$ cat config.mk
export PLATFORM = sky130hd
export DESIGN_NAME = product_accumulator
export DESIGN_NICKNAME = d
export VERILOG_FILES = /design/src/rtl/product_accumulator.sv
export SDC_FILE = /design/constraint.sdc
export NUM_CORES = 1
export LEC_CHECK = 0
export BUFFER_PORTS_ARGS = -buffer_cell sky130_fd_sc_hd__buf_2
export CAP_MARGIN = 0
export CELL_PAD_IN_SITES_DETAIL_PLACEMENT = 0
export CELL_PAD_IN_SITES_GLOBAL_PLACEMENT = 1
export CORE_UTILIZATION = 35
export CTS_CLUSTER_SIZE = 20
export DETAILED_ROUTE_END_ITERATION = 10
export PLACE_DENSITY_LB_ADDON = 0.25
export SYNTH_ARGS = -nofsm -noshare
export SYNTH_HDL_FRONTEND = slang
export SYNTH_SLANG_ARGS = --single-unit
$ cat constraint.sdc
create_clock -name clk_i -period 2.3 [get_ports clk_i]
set_input_delay 0 -clock clk_i [delete_from_list [all_inputs] [get_ports clk_i]]
set_output_delay 0 -clock clk_i [all_outputs]
set_load 0.1 [all_outputs]
$ cat src/rtl/product_accumulator.sv
// product_accumulator
//   Accepts 4-bit unsigned operand pairs over a valid/ready handshake,
//   multiplies them with an internal four_bit_unsigned_multiplier, registers
//   each 8-bit product and sums a group of up to N_TERMS products. The group
//   sum and term count are presented on a valid/ready output handshake.
//
//   Optional feature macro: PRODUCT_ACCUMULATOR_SATURATE_EN
//     defined   : accumulator saturates at 2^ACC_W-1 and a sticky overflow
//                 flag is presented on out_ovf_o together with the sum.
//     undefined : accumulator wraps modulo 2^ACC_W; out_ovf_o is tied low.
//
//   Handshake rule (both ports): a transfer happens on a rising clk edge
//   where valid and ready are both high; the producer holds its data stable
//   from raising valid until that edge, and valid never waits on ready.
//
//   Pipeline: accept edge loads p_reg_q; the next edge adds it into acc_q.
//   A closing accept moves ACCUM->DRAIN; the DRAIN edge adds the last product
//   and moves to DONE, where out_valid_o is high.

// Combinational 4x4 unsigned multiplier built from shifted partial products.
module four_bit_unsigned_multiplier (
    input  logic [3:0] a_i,
    input  logic [3:0] b_i,
    output logic [7:0] product_o
);
    logic [7:0] pp0;
    logic [7:0] pp1;
    logic [7:0] pp2;
    logic [7:0] pp3;

    // One partial product per bit of b_i, shifted by its weight.
    always_comb begin
        pp0       = b_i[0] ? {4'b0000, a_i}        : 8'd0;
        pp1       = b_i[1] ? {3'b000,  a_i, 1'b0}  : 8'd0;
        pp2       = b_i[2] ? {2'b00,   a_i, 2'b00} : 8'd0;
        pp3       = b_i[3] ? {1'b0,    a_i, 3'b000} : 8'd0;
        product_o = pp0 + pp1 + pp2 + pp3;
    end
endmodule

module product_accumulator #(
    parameter int N_TERMS = 4,
    parameter int ACC_W   = 12,
    parameter int CNT_W   = $clog2(N_TERMS + 1)
) (
    input  logic             clk_i,
    input  logic             rst_ni,
    input  logic             in_valid_i,
    output logic             in_ready_o,
    input  logic [3:0]       in_a_i,
    input  logic [3:0]       in_b_i,
    input  logic             in_last_i,
    output logic             out_valid_o,
    input  logic             out_ready_i,
    output logic [ACC_W-1:0] out_sum_o,
    output logic [CNT_W-1:0] out_count_o,
    output logic             out_ovf_o,
    output logic [1:0]       dbg_state_o
);
    localparam logic [1:0] ST_ACCUM = 2'd0;
    localparam logic [1:0] ST_DRAIN = 2'd1;
    localparam logic [1:0] ST_DONE  = 2'd2;

    logic [1:0]       state_q;
    logic [1:0]       state_d;
    logic [ACC_W-1:0] acc_q;
    logic [ACC_W-1:0] acc_d;
    logic [CNT_W-1:0] count_q;
    logic [CNT_W-1:0] count_d;
    logic [7:0]       p_reg_q;
    logic [7:0]       p_reg_d;
    logic             p_vld_q;
    logic             p_vld_d;

    logic [7:0]       product;
    logic             accept;
    logic             close_group;
    logic             out_hs;
    logic [CNT_W-1:0] count_inc;
    logic [ACC_W-1:0] acc_add;

    four_bit_unsigned_multiplier u_mult (
        .a_i       (in_a_i),
        .b_i       (in_b_i),
        .product_o (product)
    );

    // Ready only while collecting terms and never while reset is held.
    always_comb begin
        in_ready_o  = rst_ni && (state_q == ST_ACCUM);
        accept      = in_valid_i && in_ready_o;
        count_inc   = count_q + 1'b1;
        close_group = accept && (in_last_i || (count_inc == CNT_W'(N_TERMS)));
        out_hs      = (state_q == ST_DONE) && out_ready_i;
    end

`ifdef PRODUCT_ACCUMULATOR_SATURATE_EN
    logic             ovf_q;
    logic             ovf_d;
    logic [ACC_W:0]   sum_wide;
    logic             ovf_set;

    // Add with one carry bit; a carry means the true sum no longer fits.
    always_comb begin
        sum_wide = {1'b0, acc_q} + (ACC_W + 1)'(p_reg_q);
        ovf_set  = sum_wide[ACC_W];
        acc_add  = ovf_set ? {ACC_W{1'b1}} : sum_wide[ACC_W-1:0];
    end

    // Sticky overflow flag, cleared when the sum is handed off.
    always_comb begin
        ovf_d = ovf_q;
        if (p_vld_q) begin
            ovf_d = ovf_q | ovf_set;
        end
        if (out_hs) begin
            ovf_d = 1'b0;
        end
    end

    // Overflow flag register.
    always_ff @(posedge clk_i) begin
        if (!rst_ni) begin
            ovf_q <= 1'b0;
        end else begin
            ovf_q <= ovf_d;
        end
    end

    assign out_ovf_o = ovf_q;
`else
    // Plain modulo-2^ACC_W accumulation.
    always_comb begin
        acc_add = acc_q + ACC_W'(p_reg_q);
    end

    assign out_ovf_o = 1'b0;
`endif

    // Next-state logic for the product stage, accumulator, counter and FSM.
    always_comb begin
        state_d = state_q;
        acc_d   = acc_q;
        count_d = count_q;
        p_reg_d = p_reg_q;
        p_vld_d = p_vld_q;

        // Fold the registered product in; a same-cycle accept refills below.
        if (p_vld_q) begin
            acc_d   = acc_add;
            p_vld_d = 1'b0;
        end

        if (accept) begin
            p_reg_d = product;
            p_vld_d = 1'b1;
            count_d = count_inc;
        end

        case (state_q)
            ST_ACCUM: begin
                if (close_group) begin
                    state_d = ST_DRAIN;
                end
            end
            ST_DRAIN: begin
                // The final product is added on this edge.
                state_d = ST_DONE;
            end
            ST_DONE: begin
                if (out_hs) begin
                    acc_d   = '0;
                    count_d = '0;
                    state_d = ST_ACCUM;
                end
            end
            default: begin
                state_d = ST_ACCUM;
            end
        endcase
    end

    // State registers with synchronous active-low reset; reset drops any group.
    always_ff @(posedge clk_i) begin
        if (!rst_ni) begin
            state_q <= ST_ACCUM;
            acc_q   <= '0;
            count_q <= '0;
            p_reg_q <= '0;
            p_vld_q <= 1'b0;
        end else begin
            state_q <= state_d;
            acc_q   <= acc_d;
            count_q <= count_d;
            p_reg_q <= p_reg_d;
            p_vld_q <= p_vld_d;
        end
    end

    // The accumulator and counter are frozen in DONE, so they drive the outputs directly.
    always_comb begin
        out_valid_o = (state_q == ST_DONE);
        out_sum_o   = acc_q;
        out_count_o = count_q;
        dbg_state_o = state_q;
    end
endmodule

Yosys cells after proc, flatten, opt, wreduce, memory -nomap -nowiden
Index checks and enable logic that the tools add are counted.
- input bits: 13
- logic and storage cells: 36
- bits in registers: 26
- output and inout bits: 20
- add/sub/neg operators: 5
- multiplexer cells: 14
- equality and inequality tests: 5
- reductions and logical operators: 7
- operators by type and width (kind ; number):
    $mux W12 ; 3
    $add A8 B8 Y8 ; 3
    $add A12 B8 Y12 ; 1
    $mux W3 ; 3
    $mux W7 ; 1
    $mux W6 ; 1
    $pmux W2 S3 ; 1
    $mux W5 ; 1
    $logic_and A1 B1 Y1 ; 4
    $mux W2 ; 2
    $mux W4 ; 1
    $add A3 B1 Y3 const B ; 1
    $eq A3 B3 Y1 const B ; 1
    $eq A2 B1 Y1 const B ; 1
    $eq A2 B2 Y1 const B ; 1
    $logic_not A2 Y1 ; 1
    $ne A2 B1 Y1 const B ; 1
    $ne A2 B2 Y1 const B ; 1
    $reduce_and A2 Y1 ; 1
    $logic_or A1 B1 Y1 ; 1
    $mux W1 ; 1

Logic depth before layout (Yosys ltp)
Gate-level depths: netlist (run 1).
- depth after elaboration: 6
- gate-level depth with buffers: 10
- mapped depth without buffers: 10

Modules after synthesis
A second synthesis (run 1) with hierarchy kept.
- cells, all modules: 215
- area, all modules: 1846.8 µm²
- modules (own cells, without submodules) (module ; cells an instance ; sequential area each (µm²) ; times used ; area each (µm²)):
    product_accumulator ; 173 ; 520.5 ; 1 ; 1461.4
    four_bit_unsigned_multiplier ; 42 ; 0.0 ; 1 ; 385.4

Worst setup path after synthesis (run 1)
Ideal clock, no wire load.
- path type: register to register
- start: register state_q[0], in the netlist dbg_state_o[0]
- end: register count_q[2], in the netlist out_count_o[2]
- cell stages (with the launch flop): 7
- clock period less this slack: 2.876 ns
- setup slack: -0.576 ns
- data required time: 2.221 ns
- buffers on the path: 1
- data arrival time: 2.797 ns
- setup time: 0.079 ns
- cell sequence: dfxtp_1 -> nor3b_2 -> nand2_1 -> inv_2 -> buf_4 -> nor2_1 -> a211oi_2
- word-level cells in the longest chain between the ends: 6
- elaborated cells on any way between the ends: 8
- those cells by class: eq/ne (1); mux (3); reduce/logical (4)
- ends and longest elaborated chain (item ; line ; text):
    from (decl) ; 64 ; logic [1:0] state_q;
    from (signal assigned) ; 192 ; state_q <= state_d;
    $logic_not A2 Y1 * ; 90 ; in_ready_o = rst_ni && (state_q == ST_ACCUM);
    $logic_and A1 B1 Y1 * ; 90 ;
    net in_ready_o ; 49 ; output logic in_ready_o,
    $logic_and A1 B1 Y1 * ; 91 ; accept = in_valid_i && in_ready_o;
    $mux W3 * ; 154 ; if (accept) begin
    $mux W3 ; 171 ; if (out_hs) begin
    $mux W3 * ; 160 ; case (state_q)
    to (signal assigned) ; 194 ; count_q <= count_d;
    to (decl) ; 68 ; logic [CNT_W-1:0] count_q;
Mark *: on every way through the listed nets, which the timed path passes. The rest lies on a longest branch.
A chain may end at the register's enable or synchronous reset.

Final worst setup path (run 1)
- start: input in_a_i[2]
- end: register p_reg_q[7]
- word-level cells in the longest chain between the ends: 4
- elaborated cells on any way between the ends: 7
- those cells by class: add/sub (3); mux (4)
- ends and longest elaborated chain (item ; line ; text):
    from (decl) ; 50 ; input logic [3:0] in_a_i,
    $mux W4 / $mux W5 (equally long branches) ; 33, 34 ;
    $add A8 B8 Y8 (2 in a row) ; 37 ; product_o = pp0 + pp1 + pp2 + pp3;
    $add A8 B8 Y8 * ; 37 ;
    to (signal assigned) ; 195 ; p_reg_q <= p_reg_d;
    to (decl) ; 70 ; logic [7:0] p_reg_q;
Mark *: on every way between the ends. The rest lies on a longest branch, timed or not.

==> flow_metrics.env, run 1 <==
export IMPL_status="complete, no violations"
export IMPL_hold_end="dbg_state_o[1]"
export IMPL_top_layer_used="met4"
export IMPL_design_die_area_um2=5600
export IMPL_grt_ovfl_total=0
export IMPL_crit_path_end_kind="flop"
export IMPL_yosysMostFrequentCell="nand2_1"
export IMPL_yosys_warnings=0
export IMPL_grt_pass1_wl_um=6190
export IMPL_met2_wirelength_um=1680
export IMPL_vias=1484
export IMPL_rr_worst_depth=6
export IMPL_coreArea_um2=5110
export IMPL_drc=0
export IMPL_synth_edf_count=0
export IMPL_clk_pin_slew_ns=0.09
export IMPL_syn_to_final_growth_pct=18.6
export IMPL_place_gp_congestion=0.736
export IMPL_die_w_um=74.9
export IMPL_slew_violations=0
export IMPL_portBuffers=31
export IMPL_tns_ns=0
export IMPL_seq_area_um2=524
export IMPL_syn_avg_cell_area_um2=9.06
export IMPL_drv_cap=0
export IMPL_synthTopCellsByCount="nand2_1, dfxtp_1, ha_1, nor2_1, and2_1"
export IMPL_r2r_start="out_sum_o[0]"
export IMPL_critPathMaxFanout=2
export IMPL_nNetsFinal=281
export IMPL_period_needed_ns=2.16
export IMPL_wl_per_cell_um=11.5
export IMPL_dp_cells=306
export IMPL_cp_required_ns=2.46
export IMPL_ys_ff_latch=26
export IMPL_ios=33
export IMPL_max_vdd_ir_drop_mv=0.224
export IMPL_fmax_mhz=462
export IMPL_start_kind="input pin"
export IMPL_finalNonFillerCells=311
export IMPL_power_density_nw_per_um2=531
export IMPL_async_flop_share_pct=0
export IMPL_cts_tree="yes"
export IMPL_syn_num_nets=244
export IMPL_insertion_delay_ns=0.27
export IMPL_period_share_pct=94.0
export IMPL_synth_cell_type_count=49
export IMPL_synth_top_area_share_pct=28.0
export IMPL_cts_buffers=3
export IMPL_crit_arrival_ns=2.32
export IMPL_post_route_util_pct=43.1
export IMPL_cts_sinks=26
export IMPL_vias_per_cell=4.77
export IMPL_hpwl_um=2890
export IMPL_hp_start="out_ready_i"
export IMPL_core_rowCount=26
export IMPL_start_util_pct=36.4
export IMPL_synth_top_area_cell="dfxtp_1"
export IMPL_met3_length_um=88
export IMPL_first_pass_iters=4
export IMPL_netlist_area_um2=1860
export IMPL_fill_cells=555
export IMPL_cts_resized_gates=0
export IMPL_h_tree_depth=1
export IMPL_multi_input_area_um2=1260
export IMPL_ctsLongestPathBuffers=2
export IMPL_r2r_setup_slack_ns=0.32
export IMPL_hold_path_depth=3
export IMPL_setup_violations=0
export IMPL_die_height_um=74.9
export IMPL_finalWirelength_um=3570
export IMPL_postRouteAntennaNets=0
export IMPL_synthFlopType="dfxtp_1"
export IMPL_grt_max_degree=16
export IMPL_cts_root_buffer="clkbuf_8"
export IMPL_yosys_top_cells_area="dfxtp_1, ha_1, fa_1"
export IMPL_hp_class="in2reg"
export IMPL_rr_endpoint="out_sum_o[8]"
export IMPL_hold_violations=0
export IMPL_m1WireLength_um=1760
export IMPL_synth_cells=205
export IMPL_antenna_found_initial=0
export IMPL_yosysSeqAreaShare_pct=28.0
export IMPL_rsz0062_at_grt="no"
export IMPL_grt_use_total_pct=14.3
export IMPL_drive_gt1_share_pct=24.9
export IMPL_drtIter0Drc=45
export IMPL_crit_type="in2reg"
export IMPL_finalClockSkew_ns=0.00551
export IMPL_antennaDiodeCount=0
export IMPL_grt_pass1_vias=1384
export IMPL_p_leak_uw=0.00109
==> registers in the layout (all words and copies together), names as in the netlist <==
| signal | flops |
|---|---|
| dbg_state_o | 2 |
| out_count_o | 3 |
| out_sum_o | 12 |
| p_reg_q | 8 |
| p_vld_q | 1 |
==> power by group <==
group / internal (uW) / leakage (uW) / switching, uW
clock: 233 / 0.0000357 / 147
combinational: 102 / 0.000837 / 201
sequential: 470 / 0.000213 / 17.0
total: 805 / 0.00109 / 364
==> routing by layer <==
layer,track usage [%],vias to the layer above
li1,-,793
met1,19.1,669
met3,1.61,2
met4,5.66,0
met5,0,-
met2,23.8,20
==> repair_timing <==
item                                   4_1_cts  5_1_grt
hold buffers                                 1        0
buffers inserted                             0        0
endpoints found under the hold margin        1        0
==> critical path, stage by stage <==
cell and delay [ns]:
buf_2 0.10, and2_1 0.16, fa_1 0.55, fa_1 0.42, ha_2 0.21, fa_2 0.33
a21o_1 0.19, a21oi_2 0.14, xor2_1 0.14, o21ai_0 0.08
==> metrics by stage <==
| step | setup slack (ns) | area, um^2 | hold WS, ns | total power (uW) |
|---|---|---|---|---|
| 3_5_place_dp | -0.176 | 2120 | 0.213 | 803 |
| 6_report | 0.138 | 2200 | 0.0428 | 1170 |
| 3_3_place_gp | -0.155 | 2120 | 0.205 | 803 |
| 2_1_floorplan | 0.00319 | 1880 | 0.116 | 741 |
| 4_1_cts | 0.134 | 2200 | 0.0321 | 1190 |
| 5_1_grt | 0.0386 | 2200 | 0.0354 | 1250 |
==> how the worst max path moves through the flow <==
stage / start / endpoint / slack, ns / depth (start not counted)
2_1_floorplan: in_a_i[2] / p_reg_q[7] / 0.003 / 9
3_3_place_gp: in_a_i[2] / p_reg_q[7] / -0.16 / 10
3_5_place_dp: in_b_i[1] / p_reg_q[7] / -0.18 / 10
4_1_cts: in_b_i[1] / p_reg_q[7] / 0.13 / 10
5_1_grt: in_b_i[1] / p_reg_q[7] / 0.04 / 10
6_report: in_a_i[2] / p_reg_q[7] / 0.14 / 10
==> cells by family after synthesis <==
group	Yosys count	share of synthesized area, %
buffers and inverters	16	4.85
other	1	0.202
AO/OA/AOI/OAI	46	19.1
flip-flops	26	28.0
multiplexers	5	2.76
adder cells (fa/ha/maj)	26	19.9
XOR/XNOR	5	2.36
AND/OR/NAND/NOR	80	22.8
==> cell type report <==
class                           count  area share, %
Clock buffer                        3           1.87
Clock inverter                      1           1.36
Inverter                            8           1.36
Multi-Input combinational cell    163           57.4
Sequential cell                    26           23.8
Tap cell                           70           3.98
Timing Repair Buffer               40           10.2
==> cells in the final DEF, fill, tap and decap left out, types with 4 or more instances in the layout <==
master,instances
dfxtp_1,23
and2_1,10
a21o_1,6
o21ai_0,5
inv_1,6
a21oi_1,5
buf_2,31
nand2_1,27
buf_4,8
fa_1,5
a211o_1,4
nand3_1,8
a21boi_1,4
nor2b_1,5
o21a_1,5
ha_1,19
mux2i_1,4
nor2_1,11
Power figures use the tool's default switching activity.
==> run 2: changes to the inputs <==
--- a/config.mk
+++ b/config.mk
@@ -5,6 +5,7 @@
 export SDC_FILE = /design/constraint.sdc
 export NUM_CORES = 1
 export LEC_CHECK = 0
+export ABC_AREA = 1
 export BUFFER_PORTS_ARGS = -buffer_cell sky130_fd_sc_hd__buf_2
 export CAP_MARGIN = 0
 export CELL_PAD_IN_SITES_DETAIL_PLACEMENT = 0
==> flow_metrics.env, run 2 <==
export IMPL_crit_type="in2reg"
export IMPL_start_util_pct=37.3
export IMPL_grt_max_degree=16
export IMPL_path_cells="buf_2 > nand2_1 > inv_1 > fa_1 > fa_1 > ha_1 > fa_1 > nand3_1 > nand2_1 > xor2_1 > o21ai_0 > inv_1"
export IMPL_synth_top_area_cell="dfxtp_1"
export IMPL_ctsLongestPathBuffers=2
export IMPL_grt_util_met1_pct=18.7
export IMPL_critical_path_top_delay_family="adder cells"
export IMPL_slew_violations=0
export IMPL_nNetsFinal=336
export IMPL_yosys_top_cells_area="dfxtp_1, ha_1, nand2_1"
export IMPL_grtUsageMet3_pct=2.47
export IMPL_synth_top_area_share_pct=28.8
export IMPL_die_w_um=73.8
export IMPL_seq_area_um2=522
export IMPL_fill_cells=513
export IMPL_insertion_delay_ns=0.27
export IMPL_cts_resized_gates=0
export IMPL_h_tree_depth=1
export IMPL_fin_ws_ns=0.195
export IMPL_yosysSeqAreaShare_pct=28.8
export IMPL_drc=0
export IMPL_critPathBufInv=3
export IMPL_postRouteAntennaNets=0
export IMPL_crit_path_frequent_cell="fa_1"
export IMPL_wl_per_cell_um=9.94
export IMPL_hold_violations=0
export IMPL_drv_cap=0
export IMPL_yosys_warnings=0
export IMPL_drive_gt1_share_pct=19.3
export IMPL_portBuffers=31
export IMPL_vias_per_cell=4.43
export IMPL_dpl_cell_area_um2=2100
export IMPL_die_height_um=73.8
export IMPL_hpwl_um=2970
export IMPL_cts_tree="yes"
export IMPL_design_die_area_um2=5450
export IMPL_drtIter0Drc=48
export IMPL_globalRouteMet2Util_pct=26.0
export IMPL_fmax_mhz=475
export IMPL_grt_ovfl_total=0
export IMPL_syn_avg_cell_area_um2=7.11
export IMPL_grt_use_total_pct=14.7
export IMPL_antennaDiodeCount=0
export IMPL_start_kind="input pin"
export IMPL_place_gp_congestion=0.750
export IMPL_cpPeakStageDelay_ns=0.50
export IMPL_ios=33
export IMPL_syn_num_nets=293
export IMPL_async_flop_share_pct=0
export IMPL_yosysMostFrequentCell="nand2_1"
export IMPL_cp_required_ns=2.47
export IMPL_vias=1607
export IMPL_cts_root_buffer="clkbuf_8"
export IMPL_power_density_nw_per_um2=575
export IMPL_period_share_pct=91.5
export IMPL_synthFlopType="dfxtp_1"
export IMPL_multi_input_area_um2=1110
export IMPL_finalClockSkew_ns=0.00511
export IMPL_finalWirelength_um=3610
export IMPL_largest_reg_flops=12
export IMPL_netlist_area_um2=1810
export IMPL_busiest_layer="met2"
export IMPL_coreArea_um2=4850
export IMPL_cts_buffers=3
export IMPL_layout_commonest_cell="nand2_1"
export IMPL_setup_violations=0
export IMPL_grt_pass1_wl_um=6250
export IMPL_post_cts_buffers=0
export IMPL_final_cell_mix="nand2_1, inv_1, buf_2, dfxtp_1, nor2_1"
export IMPL_synth_cell_type_count=31
export IMPL_max_vdd_ir_drop_mv=0.243
export IMPL_crit_path_end_kind="flop"
export IMPL_ys_ff_latch=26
export IMPL_core_rowCount=25
export IMPL_final_cell_area_um2=2190
export IMPL_clk_pin_slew_ns=0.09
export IMPL_first_pass_iters=4
export IMPL_critPathMaxFanout=3
export IMPL_synth_edf_count=0
export IMPL_hp_class="in2reg"
export IMPL_crit_arrival_ns=2.28
export IMPL_syn_to_final_growth_pct=21.0
export IMPL_p_leak_uw=0.00125
export IMPL_synthTopCellsByCount="nand2_1, inv_1, dfxtp_1, nor2_1, nand3_1"
export IMPL_rsz0062_at_grt="no"
export IMPL_grt_pass1_vias=1469
export IMPL_synth_cells=254
export IMPL_cp_slowest_cell="fa_1"
export IMPL_tns_ns=0
export IMPL_antenna_found_initial=0
export IMPL_post_place_ws_ns=-0.123
export IMPL_status="complete, no violations"
export IMPL_cts_sinks=26
export IMPL_period_needed_ns=2.10
-- run 2: cell types whose count changed after synthesis, moves of 4 or more --
cell,change
a21o_1,-5
nor2b_1,-6
nand2_1,+39
nor2_1,+13
inv_1,+32
nand3_1,+14
a21boi_1,-4
and2_1,-10
a21oi_1,+12
a211o_1,-4
-- run 2: area by class of cell --
cell class	instances	share of cell area, %
Tap cell	67	3.84
Clock inverter	1	1.37
Multi-Input combinational cell	183	50.8
Timing Repair Buffer	43	11.3
Clock buffer	3	1.89
Inverter	40	6.93
Sequential cell	26	23.9
-- run 2: logic make-up after synthesis --
| family | Yosys count | share of synthesized area [%] |
|---|---|---|
| fa+ha+maj | 26 | 20.5 |
| buf+inv | 45 | 10.2 |
| mux | 2 | 1.11 |
| flops | 26 | 28.8 |
| simple gates | 120 | 28.0 |
| other cells | 1 | 0.208 |
| compound gates | 30 | 9.21 |
| xor+xnor | 4 | 1.94 |
-- run 2: final timing paths --
check	slack [ns]	start	cells past startpoint	endpoint
worst min register to register	0.47	p_reg_q[2]	2	p_reg_q[2]
worst max-delay path	0.20	in_a_i[0]	12	p_reg_q[7]
worst min-delay path	0.04	rst_ni	3	p_reg_q[5]
worst max register to register	0.56	out_sum_o[0]	8	out_sum_o[10]
-- run 2: power breakdown --
group / switching (uW) / internal, uW / total, uW
Sequential: 20.9 / 475 / 496
Combinational: 263 / 114 / 377
Clock: 152 / 233 / 385
Total: 436 / 821 / 1260
-- run 2: through the flow --
| step | utilization [%] | hold WS, ns | instances | total power, uW |
|---|---|---|---|---|
| 2_1_floorplan | - | 0.129 | 254 | 800 |
| 3_3_place_gp | 43.4 | 0.229 | 358 | 882 |
| 3_5_place_dp | 43.4 | 0.234 | 358 | 885 |
| 4_1_cts | 45.1 | 0.0282 | 363 | 1280 |
| 5_1_grt | 45.1 | 0.0505 | 363 | 1330 |
| 6_report | 45.1 | 0.0405 | 363 | 1260 |
-- run 2: metal layers --
layer / vias up / wire length, um
met5: - / 0
met4: 0 / 27
met3: 2 / 75
met2: 19 / 1720
met1: 693 / 1790
li1: 893 / -
-- run 2: worst reg2reg max path, cell delays in order, from the launching register on --
cell and delay, ns:
dfxtp_1 0.33, ha_1 0.24, fa_1 0.41, nand2_1 0.08, nand3_1 0.11, nand3_1 0.10
nand3_1 0.15, a21oi_1 0.17, nor2_1 0.06
-- run 2: repair_timing --
action,4_1_cts,5_1_grt
hold endpoints to repair,1,0
endpoints found under the setup margin,0,0
hold buffers,1,0
